File: src/rtl/fib_pkg.sv
// Shared widths, FSM state type and prefix-masking helper for the FIB LPM scheduler.
package fib_pkg;

    localparam int unsigned PREFIX_W = 64;
    localparam int unsigned LEN_W    = 6;
    localparam int unsigned HASH_W   = 10;

    typedef enum logic [2:0] {
        StIdle,
        StHash,
        StWrite,
        StRead,
        StCheck,
        StResp
    } fib_lpm_state_e;

    // Keep the top len bits; len 0 yields all zeros.
    function automatic logic [PREFIX_W-1:0] fib_mask_prefix(input logic [PREFIX_W-1:0] prefix,
                                                            input logic [LEN_W-1:0]    len);
        logic [PREFIX_W-1:0] keep;
        keep = ~({PREFIX_W{1'b1}} >> len);
        return prefix & keep;
    endfunction

endpackage

File: src/rtl/fib_lpm_scheduler_if.sv
// Request, result, hash-unit and valid-bit-table signals of the FIB LPM scheduler.
interface fib_lpm_scheduler_if;
    import fib_pkg::*;

    logic                ins_valid;
    logic                ins_ready;
    logic [PREFIX_W-1:0] ins_prefix;
    logic [LEN_W-1:0]    ins_len;
    logic                lkp_valid;
    logic                lkp_ready;
    logic [PREFIX_W-1:0] lkp_prefix;
    logic [LEN_W-1:0]    lkp_len;
    logic                res_valid;
    logic                res_ready;
    logic                res_hit;
    logic [PREFIX_W-1:0] res_prefix;
    logic [LEN_W-1:0]    res_len;
    logic [PREFIX_W-1:0] hash_prefix;
    logic [LEN_W-1:0]    hash_len;
    logic [HASH_W-1:0]   hash_value;
    logic                tbl_we;
    logic                tbl_re;
    logic [LEN_W-1:0]    tbl_len;
    logic [HASH_W-1:0]   tbl_hash;
    logic                tbl_rd_bit;
    logic                ins_done;

    modport slave (
        input  ins_valid, ins_prefix, ins_len, lkp_valid, lkp_prefix, lkp_len, res_ready,
               hash_value, tbl_rd_bit,
        output ins_ready, lkp_ready, res_valid, res_hit, res_prefix, res_len, hash_prefix,
               hash_len, tbl_we, tbl_re, tbl_len, tbl_hash, ins_done
    );

    modport master (
        output ins_valid, ins_prefix, ins_len, lkp_valid, lkp_prefix, lkp_len, res_ready,
               hash_value, tbl_rd_bit,
        input  ins_ready, lkp_ready, res_valid, res_hit, res_prefix, res_len, hash_prefix,
               hash_len, tbl_we, tbl_re, tbl_len, tbl_hash, ins_done
    );

endinterface

File: src/rtl/fib_rr_arb2.sv
// Two-way round-robin arbiter; req/grant bit 0 is insert, bit 1 is lookup.
module fib_rr_arb2 (
    input  logic       clk,
    input  logic       rst,
    input  logic [1:0] req,
    input  logic       advance,
    output logic [1:0] grant
);

    logic last_lkp_q, last_lkp_d;

    always_comb begin
        grant = req;
        if (req == 2'b11) begin
            grant = last_lkp_q ? 2'b01 : 2'b10;
        end
        last_lkp_d = last_lkp_q;
        if (advance) begin
            last_lkp_d = grant[1];
        end
    end

    always_ff @(posedge clk) begin
        if (rst) begin
            last_lkp_q <= 1'b0;
        end else begin
            last_lkp_q <= last_lkp_d;
        end
    end

endmodule

File: src/rtl/fib_lpm_scheduler.sv
// Shares one hash unit and the valid-bit table between insert and LPM lookup requesters.
// Optional FIB_LPM_STATS_EN adds saturating lookup/hit/insert/probe counters.
module fib_lpm_scheduler
    import fib_pkg::*;
#(
    parameter int unsigned HASH_LAT   = 1,
    parameter int unsigned MAX_PROBES = 64
) (
    input logic                clk,
    input logic                rst,
    fib_lpm_scheduler_if.slave bus
`ifdef FIB_LPM_STATS_EN
    ,
    output logic [31:0]        stat_lookups,
    output logic [31:0]        stat_hits,
    output logic [31:0]        stat_inserts,
    output logic [31:0]        stat_probes
`endif
);

    localparam int unsigned WaitW  = $clog2(HASH_LAT + 1);
    localparam int unsigned ProbeW = $clog2(MAX_PROBES + 1);

    fib_lpm_state_e      state_q, state_d;
    logic                op_lkp_q, op_lkp_d;
    logic [PREFIX_W-1:0] prefix_q, prefix_d;
    logic [LEN_W-1:0]    len_q, len_d;
    logic [HASH_W-1:0]   hash_q, hash_d;
    logic [WaitW-1:0]    wait_q, wait_d;
    logic [ProbeW-1:0]   probes_q, probes_d;
    logic                hit_q, hit_d;
    logic [1:0]          arb_grant;
    logic                arb_advance;
    logic [PREFIX_W-1:0] masked;

    assign masked = fib_mask_prefix(prefix_q, len_q);

    fib_rr_arb2 u_arb (
        .clk     (clk),
        .rst     (rst),
        .req     ({bus.lkp_valid, bus.ins_valid}),
        .advance (arb_advance),
        .grant   (arb_grant)
    );

    always_comb begin
        state_d         = state_q;
        op_lkp_d        = op_lkp_q;
        prefix_d        = prefix_q;
        len_d           = len_q;
        hash_d          = hash_q;
        wait_d          = wait_q;
        probes_d        = probes_q;
        hit_d           = hit_q;
        arb_advance     = 1'b0;
        bus.ins_ready   = 1'b0;
        bus.lkp_ready   = 1'b0;
        bus.res_valid   = 1'b0;
        bus.res_hit     = 1'b0;
        bus.res_prefix  = '0;
        bus.res_len     = '0;
        bus.hash_prefix = '0;
        bus.hash_len    = '0;
        bus.tbl_we      = 1'b0;
        bus.tbl_re      = 1'b0;
        bus.tbl_len     = '0;
        bus.tbl_hash    = '0;
        bus.ins_done    = 1'b0;

        unique case (state_q)
            StIdle: begin
                bus.ins_ready = arb_grant[0];
                bus.lkp_ready = arb_grant[1];
                if (arb_grant != 2'b00) begin
                    arb_advance = 1'b1;
                    op_lkp_d    = arb_grant[1];
                    prefix_d    = arb_grant[1] ? bus.lkp_prefix : bus.ins_prefix;
                    len_d       = arb_grant[1] ? bus.lkp_len : bus.ins_len;
                    wait_d      = '0;
                    probes_d    = '0;
                    hit_d       = 1'b0;
                    state_d     = StHash;
                end
            end
            StHash: begin
                bus.hash_prefix = masked;
                bus.hash_len    = len_q;
                // Inputs held for HASH_LAT cycles, then the result is captured.
                if (wait_q == WaitW'(HASH_LAT)) begin
                    hash_d  = bus.hash_value;
                    wait_d  = '0;
                    state_d = op_lkp_q ? StRead : StWrite;
                end else begin
                    wait_d = wait_q + WaitW'(1);
                end
            end
            StWrite: begin
                bus.tbl_we   = 1'b1;
                bus.tbl_len  = len_q;
                bus.tbl_hash = hash_q;
                bus.ins_done = 1'b1;
                state_d      = StIdle;
            end
            StRead: begin
                bus.tbl_re   = 1'b1;
                bus.tbl_len  = len_q;
                bus.tbl_hash = hash_q;
                state_d      = StCheck;
            end
            StCheck: begin
                if (bus.tbl_rd_bit) begin
                    hit_d   = 1'b1;
                    state_d = StResp;
                end else if (len_q == '0 || probes_q == ProbeW'(MAX_PROBES)) begin
                    hit_d   = 1'b0;
                    state_d = StResp;
                end else begin
                    len_d    = len_q - LEN_W'(1);
                    probes_d = probes_q + ProbeW'(1);
                    state_d  = StHash;
                end
            end
            StResp: begin
                bus.res_valid  = 1'b1;
                bus.res_hit    = hit_q;
                bus.res_len    = hit_q ? len_q : '0;
                bus.res_prefix = hit_q ? masked : '0;
                if (bus.res_ready) begin
                    state_d = StIdle;
                end
            end
            default: state_d = StIdle;
        endcase

        // Reset wins in the same cycle: no grant, write or result leaks out.
        if (rst) begin
            arb_advance     = 1'b0;
            bus.ins_ready   = 1'b0;
            bus.lkp_ready   = 1'b0;
            bus.res_valid   = 1'b0;
            bus.res_hit     = 1'b0;
            bus.res_prefix  = '0;
            bus.res_len     = '0;
            bus.hash_prefix = '0;
            bus.hash_len    = '0;
            bus.tbl_we      = 1'b0;
            bus.tbl_re      = 1'b0;
            bus.tbl_len     = '0;
            bus.tbl_hash    = '0;
            bus.ins_done    = 1'b0;
        end
    end

    always_ff @(posedge clk) begin
        if (rst) begin
            state_q  <= StIdle;
            op_lkp_q <= 1'b0;
            prefix_q <= '0;
            len_q    <= '0;
            hash_q   <= '0;
            wait_q   <= '0;
            probes_q <= '0;
            hit_q    <= 1'b0;
        end else begin
            state_q  <= state_d;
            op_lkp_q <= op_lkp_d;
            prefix_q <= prefix_d;
            len_q    <= len_d;
            hash_q   <= hash_d;
            wait_q   <= wait_d;
            probes_q <= probes_d;
            hit_q    <= hit_d;
        end
    end

`ifdef FIB_LPM_STATS_EN
    logic [31:0] lookups_q, lookups_d, hits_q, hits_d;
    logic [31:0] inserts_q, inserts_d, probes_cnt_q, probes_cnt_d;

    function automatic logic [31:0] sat_inc(input logic [31:0] v);
        return (v == '1) ? v : v + 32'd1;
    endfunction

    always_comb begin
        lookups_d    = lookups_q;
        hits_d       = hits_q;
        inserts_d    = inserts_q;
        probes_cnt_d = probes_cnt_q;
        if (bus.lkp_valid && bus.lkp_ready) lookups_d = sat_inc(lookups_q);
        if (state_q == StCheck && bus.tbl_rd_bit) hits_d = sat_inc(hits_q);
        if (bus.tbl_we) inserts_d = sat_inc(inserts_q);
        if (bus.tbl_re) probes_cnt_d = sat_inc(probes_cnt_q);
    end

    always_ff @(posedge clk) begin
        if (rst) begin
            lookups_q    <= '0;
            hits_q       <= '0;
            inserts_q    <= '0;
            probes_cnt_q <= '0;
        end else begin
            lookups_q    <= lookups_d;
            hits_q       <= hits_d;
            inserts_q    <= inserts_d;
            probes_cnt_q <= probes_cnt_d;
        end
    end

    assign stat_lookups = lookups_q;
    assign stat_hits    = hits_q;
    assign stat_inserts = inserts_q;
    assign stat_probes  = probes_cnt_q;
`endif

endmodule

File: src/flat_wrapper.sv
// flat-port wrapper written by rule: the top's interface ports become plain ports
module fib_lpm_scheduler_flat import fib_pkg::*;
#(
    parameter int unsigned HASH_LAT   = 1,
    parameter int unsigned MAX_PROBES = 64
)
  (clk, rst, bus_ins_valid, bus_ins_prefix, bus_ins_len, bus_lkp_valid, bus_lkp_prefix, bus_lkp_len, bus_res_ready, bus_hash_value, bus_tbl_rd_bit, bus_ins_ready, bus_lkp_ready, bus_res_valid, bus_res_hit, bus_res_prefix, bus_res_len, bus_hash_prefix, bus_hash_len, bus_tbl_we, bus_tbl_re, bus_tbl_len, bus_tbl_hash, bus_ins_done);
  fib_lpm_scheduler_if bus_i ();
  input logic clk;
  input logic rst;
  input wire logic [$bits(bus_i.ins_valid)-1:0] bus_ins_valid;
  input wire logic [$bits(bus_i.ins_prefix)-1:0] bus_ins_prefix;
  input wire logic [$bits(bus_i.ins_len)-1:0] bus_ins_len;
  input wire logic [$bits(bus_i.lkp_valid)-1:0] bus_lkp_valid;
  input wire logic [$bits(bus_i.lkp_prefix)-1:0] bus_lkp_prefix;
  input wire logic [$bits(bus_i.lkp_len)-1:0] bus_lkp_len;
  input wire logic [$bits(bus_i.res_ready)-1:0] bus_res_ready;
  input wire logic [$bits(bus_i.hash_value)-1:0] bus_hash_value;
  input wire logic [$bits(bus_i.tbl_rd_bit)-1:0] bus_tbl_rd_bit;
  output wire logic [$bits(bus_i.ins_ready)-1:0] bus_ins_ready;
  output wire logic [$bits(bus_i.lkp_ready)-1:0] bus_lkp_ready;
  output wire logic [$bits(bus_i.res_valid)-1:0] bus_res_valid;
  output wire logic [$bits(bus_i.res_hit)-1:0] bus_res_hit;
  output wire logic [$bits(bus_i.res_prefix)-1:0] bus_res_prefix;
  output wire logic [$bits(bus_i.res_len)-1:0] bus_res_len;
  output wire logic [$bits(bus_i.hash_prefix)-1:0] bus_hash_prefix;
  output wire logic [$bits(bus_i.hash_len)-1:0] bus_hash_len;
  output wire logic [$bits(bus_i.tbl_we)-1:0] bus_tbl_we;
  output wire logic [$bits(bus_i.tbl_re)-1:0] bus_tbl_re;
  output wire logic [$bits(bus_i.tbl_len)-1:0] bus_tbl_len;
  output wire logic [$bits(bus_i.tbl_hash)-1:0] bus_tbl_hash;
  output wire logic [$bits(bus_i.ins_done)-1:0] bus_ins_done;
  assign bus_i.ins_valid = bus_ins_valid;
  assign bus_i.ins_prefix = bus_ins_prefix;
  assign bus_i.ins_len = bus_ins_len;
  assign bus_i.lkp_valid = bus_lkp_valid;
  assign bus_i.lkp_prefix = bus_lkp_prefix;
  assign bus_i.lkp_len = bus_lkp_len;
  assign bus_i.res_ready = bus_res_ready;
  assign bus_i.hash_value = bus_hash_value;
  assign bus_i.tbl_rd_bit = bus_tbl_rd_bit;
  assign bus_ins_ready = bus_i.ins_ready;
  assign bus_lkp_ready = bus_i.lkp_ready;
  assign bus_res_valid = bus_i.res_valid;
  assign bus_res_hit = bus_i.res_hit;
  assign bus_res_prefix = bus_i.res_prefix;
  assign bus_res_len = bus_i.res_len;
  assign bus_hash_prefix = bus_i.hash_prefix;
  assign bus_hash_len = bus_i.hash_len;
  assign bus_tbl_we = bus_i.tbl_we;
  assign bus_tbl_re = bus_i.tbl_re;
  assign bus_tbl_len = bus_i.tbl_len;
  assign bus_tbl_hash = bus_i.tbl_hash;
  assign bus_ins_done = bus_i.ins_done;
  fib_lpm_scheduler #(.HASH_LAT(HASH_LAT), .MAX_PROBES(MAX_PROBES)) u_core (.clk(clk), .rst(rst), .bus(bus_i));
endmodule
File: config.mk
export PLATFORM = sky130hd
export DESIGN_NAME = fib_lpm_scheduler_flat
export DESIGN_NICKNAME = d
export VERILOG_FILES = /design/src/rtl/fib_pkg.sv /design/src/rtl/fib_lpm_scheduler_if.sv /design/src/rtl/fib_rr_arb2.sv /design/src/rtl/fib_lpm_scheduler.sv /design/src/flat_wrapper.sv
export SDC_FILE = /design/constraint.sdc
export NUM_CORES = 1
export LEC_CHECK = 0
export ABC_AREA = 1
export CAP_MARGIN = 20
export CORE_AREA = 2 2 125 127
export CTS_CLUSTER_SIZE = 20
export DETAILED_ROUTE_END_ITERATION = 8
export DIE_AREA = 0 0 127 129
export GPL_TIMING_DRIVEN = 0
export PLACE_DENSITY = 0.87
export RECOVER_POWER = 50
export SYNTH_ARGS = -nofsm -noshare
export SYNTH_HDL_FRONTEND = slang
export SYNTH_HIERARCHICAL = 1
export SYNTH_SLANG_ARGS = --single-unit
File: constraint.sdc
create_clock -name clk -period 4.7 [get_ports clk]
set_input_delay 0.705 -clock clk [delete_from_list [all_inputs] [get_ports clk]]
set_output_delay 0.705 -clock clk [all_outputs]
set_load 0.01 [all_outputs]
==> impl_metrics.csv <==
group,metric,value,unit
run_status,outcome,"finished with violations",
run_status,failed_checks,"design-rule violations",
global_route,first_global_vias,7483,
setup_path,reg2reg_slack,1080,ps
clock_tree,cts-hold-fix-buffers,0,
timing,finalSetupViolations,0,
synth,synth.ff_latch_count,93,
clock_tree,ctsRootBufferMaster,"sky130_fd_sc_hd__clkbuf_16",
setup_path,critPathBufInv,5,
routing,detail_route.vias_per_cell,5.31,
synth,yosysUniqueCellTypes,27,
synth,synth-warning-count,6,
final_layout,layout_cell_share_with_drive_strength_beyond_1,3.84,%
routing,ant_nets,0,
global_route,number_of_antenna_violations_at_the_first_check_in_global_routing,0,
die,floorplan.initialDensity,40.1,%
placed_design,dpl_cell_area,0.00939,mm²
placed_design,port_buffers,314,
final_layout,layout_area_growth_over_synthesis,61.1,%
power,power_density,253,mW/mm²
power,maximum_resistive_drop_on_vdd,0.247,mV
setup_path,crit_cells,13,
timing,post-route-min-period,4220,ps
synth,postSynthAreaPerCell,5.73,µm²
timing,worst_clock_skew,10.9,ps
setup_path,r2r.worst_path.cells,12,
synth,yosysMostFrequentCell,"sky130_fd_sc_hd__nand2_1",
clock_tree,htreeDepth,3,
synth,yosys-top-cells-area,"sky130_fd_sc_hd__dfxtp_1, sky130_fd_sc_hd__nand2_1, sky130_fd_sc_hd__nor2_1",
global_route,grtUsageMet2,55.5,%
synth,synth_area,0.00600,mm²
setup_path,arrival,4420,ps
clock_tree,clk-insertion-delay-late,350,ps
timing,timing_max_transition_violations_final,0,
die,fp.dieW,127,µm
routing,avgRoutedWirePerCell,17.7,µm
die,num_io_pins,319,
setup_path,critPathMaxStageDelay,600,ps
die,row_count,45,
clock_tree,clk_transition_reported_paths,70,ps
setup_path,worst_path_max_delay_cell,"sky130_fd_sc_hd__clkbuf_1",
synth,synth_top_cell_area_share,31.0,%
die,fp.coreArea,0.0150,mm²
synth,ys_seq_area_share,31.0,%
synth,synth_top_area_cell,"sky130_fd_sc_hd__dfxtp_1",
global_route,overflow,0,
routing,route.detailed.drc,1,
placed_design,place.detailed.hpwl,22100,µm
timing,tns,0,ps
clock_tree,cts_repair_resize_count,0,
global_route,busiest_layer,"met2",
global_route,track_usage,32.0,%
final_layout,design.final.nets,1538,
setup_path,criticalPathCategory,"primary input to register",
synth,postSynth.topFlopCell,"sky130_fd_sc_hd__dfxtp_1",
run,cap_violations,0,
synth,synth_enable_flop_cells,0,
synth,cell_types_with_the_highest_counts_after_synthesis,"sky130_fd_sc_hd__nand2_1, sky130_fd_sc_hd__nor2_1, sky130_fd_sc_hd__dfxtp_1",
timing,tightestPinTransition,796,ps
final_layout,postLayoutCellArea,0.00967,mm²
routing,dr.first_iter.drc_count,856,
setup_path,crit-reg2reg-capture,"u_core/probes_q[3]",
die,die_height,129,µm
timing,hold_viol,0,
routing,wl,27700,µm
timing,worst_slew_slack_as_a_fraction_of_its_limit,46.9,%
global_route,grt_max_degree,17,
timing,fmaxAchievable,237,MHz
synth,async_flop_share,0,%
setup_path,crit_top_cell,"sky130_fd_sc_hd__nand2_1",
global_route,grt_first_pass_wirelength,40300,µm
setup_path,cp_top_family,"buffers and inverters",
final_layout,multiInputGateArea,0.00356,mm²
setup_path,crit_path_end_kind,"register",
clock_tree,cts.path.max_buffers,2,
final_layout,fillerInstances,1400,
min_path,hold_depth,2,
setup_path,maximum_fanout_along_the_worst_path,10,
timing,final.period_utilization,89.8,%
final_layout,antennaDiodeCount,0,
clock_tree,post-cts-setup-buffer-count,0,
setup_path,reg2reg_from,"u_core/u_arb/last_lkp_q",
min_path,hp-start,"u_core/hash_q[1]",
setup_path,startpoint_type,"primary input",
setup_path,worst-endpoint-required,4900,ps
power,power.leakage,3.91,nW
min_path,min-delay-path-class,"register to register",
clock_tree,clkSinkCount,93,
routing,drt-pass1-iter-count,9,
placed_design,place.gp.congestion,0.977,
routing,route.vias.total,8314,
timing,grt_setup_unrepaired,"no",
setup_path,critical_path.cell_chain,"dlygate4sd3_1 > nand2_1 > nand2_1 > inv_1 > clkbuf_1 > inv_1 > nand2_1 > nand2_1 > nand2_1 > nand2_1 > clkbuf_1 > nand2_1 > a21oi_1",
global_route,globalRouteMet3Util,7.11,%
min_path,timing.hold.worst_endpoint,"u_core/hash_q[1]",
clock_tree,tritoncts.num_buffers,9,
global_route,use_met1,38.5,%
die,design.die.area,0.0164,mm²
synth,number_of_instances_in_the_synthesized_netlist,1048,
clock_tree,cts_tree,"built",
final_layout,area.sequential,0.00186,mm²
==> power by group <==
| part | internal [mW] | switching (mW) | total, mW |
|---|---|---|---|
| logic | 0.277 | 0.472 | 0.749 |
| registers | 0.860 | 0.0373 | 0.897 |
| clock network | 0.471 | 0.331 | 0.802 |
| total | 1.61 | 0.840 | 2.45 |
==> layout make-up <==
type / instances / share of cell area [%]
plain buffers: 79 / 3.61
clock buffers: 10 / 2.37
clock inverters: 6 / 0.970
inverters: 52 / 2.02
multi-input cells: 825 / 36.8
flip-flops and latches: 93 / 19.3
well taps: 188 / 2.43
repair buffers: 314 / 32.5
==> metrics by stage <==
stage	hold slack [ps]	power, mW	instances	util [%]	setup slack [ps]
after floorplan	431	1.32	1049	-	2320
after global placement	439	1.63	1551	62.7	896
after detailed placement	446	1.65	1551	62.7	876
after CTS	457	2.44	1567	64.8	872
after global routing	475	2.54	1567	64.6	498
final	454	2.45	1567	64.6	477
==> cell usage in the layout, fill, tap and decap left out, drive strengths merged, types with 25 or more instances in the layout <==
master           n
nand2          370
nor2           169
clkdlybuf4s50  280
buf             34
dfxtp           93
nand3           90
clkbuf          55
o21ai           55
a21oi           88
dlygate4sd3     34
nor3            25
inv             53
==> state kept, by name, summed over array words and instances (netlist names) <==
| signal | count |
|---|---|
| u_core/probes_q | 7 |
| u_core/u_arb/last_lkp_q | 1 |
| u_core/prefix_q | 63 |
| u_core/len_q | 6 |
| u_core/state_q | 3 |
| u_core/op_lkp_q | 1 |
| u_core/hash_q | 10 |
| u_core/wait_q | 1 |
| u_core/hit_q | 1 |
==> layer usage <==
metal / vias to the layer above / wire length [µm]
met3: 68 / 3020
met2: 549 / 13300
li1: 3982 / -
met4: 0 / 1150
met1: 3715 / 10200
met5: - / 0
==> kinds of logic after synthesis <==
logic type / Yosys count / synth area share, %
and+or+nand+nor: 664 / 45.0
AOI/OAI and AO/OA: 151 / 12.9
buffers and inverters: 131 / 9.29
DFF: 93 / 31.0
adders and majority gates: 8 / 1.67
other: 1 / 0.0625
==> how the worst max path moves through the flow <==
| stage | start | end | slack, ps |
|---|---|---|---|
| 2_1_floorplan | rst | bus_res_prefix[19] | 2320 |
| 3_3_place_gp | rst | bus_res_prefix[54] | 900 |
| 3_5_place_dp | rst | bus_res_prefix[54] | 880 |
| 4_1_cts | rst | bus_res_prefix[54] | 870 |
| 5_1_grt | bus_ins_valid | u_core/probes_q[5] | 500 |
| 6_report | bus_ins_valid | u_core/probes_q[3] | 480 |
==> worst min-delay path, delay by kind of cell, from the launching register on <==
kind | cells | cell delay [ps]
DFF | 1 | 300
AOI/OAI and AO/OA | 1 | 50
buffers and inverters | 1 | 60
Note: power is estimated with default switching activity, not from simulation.
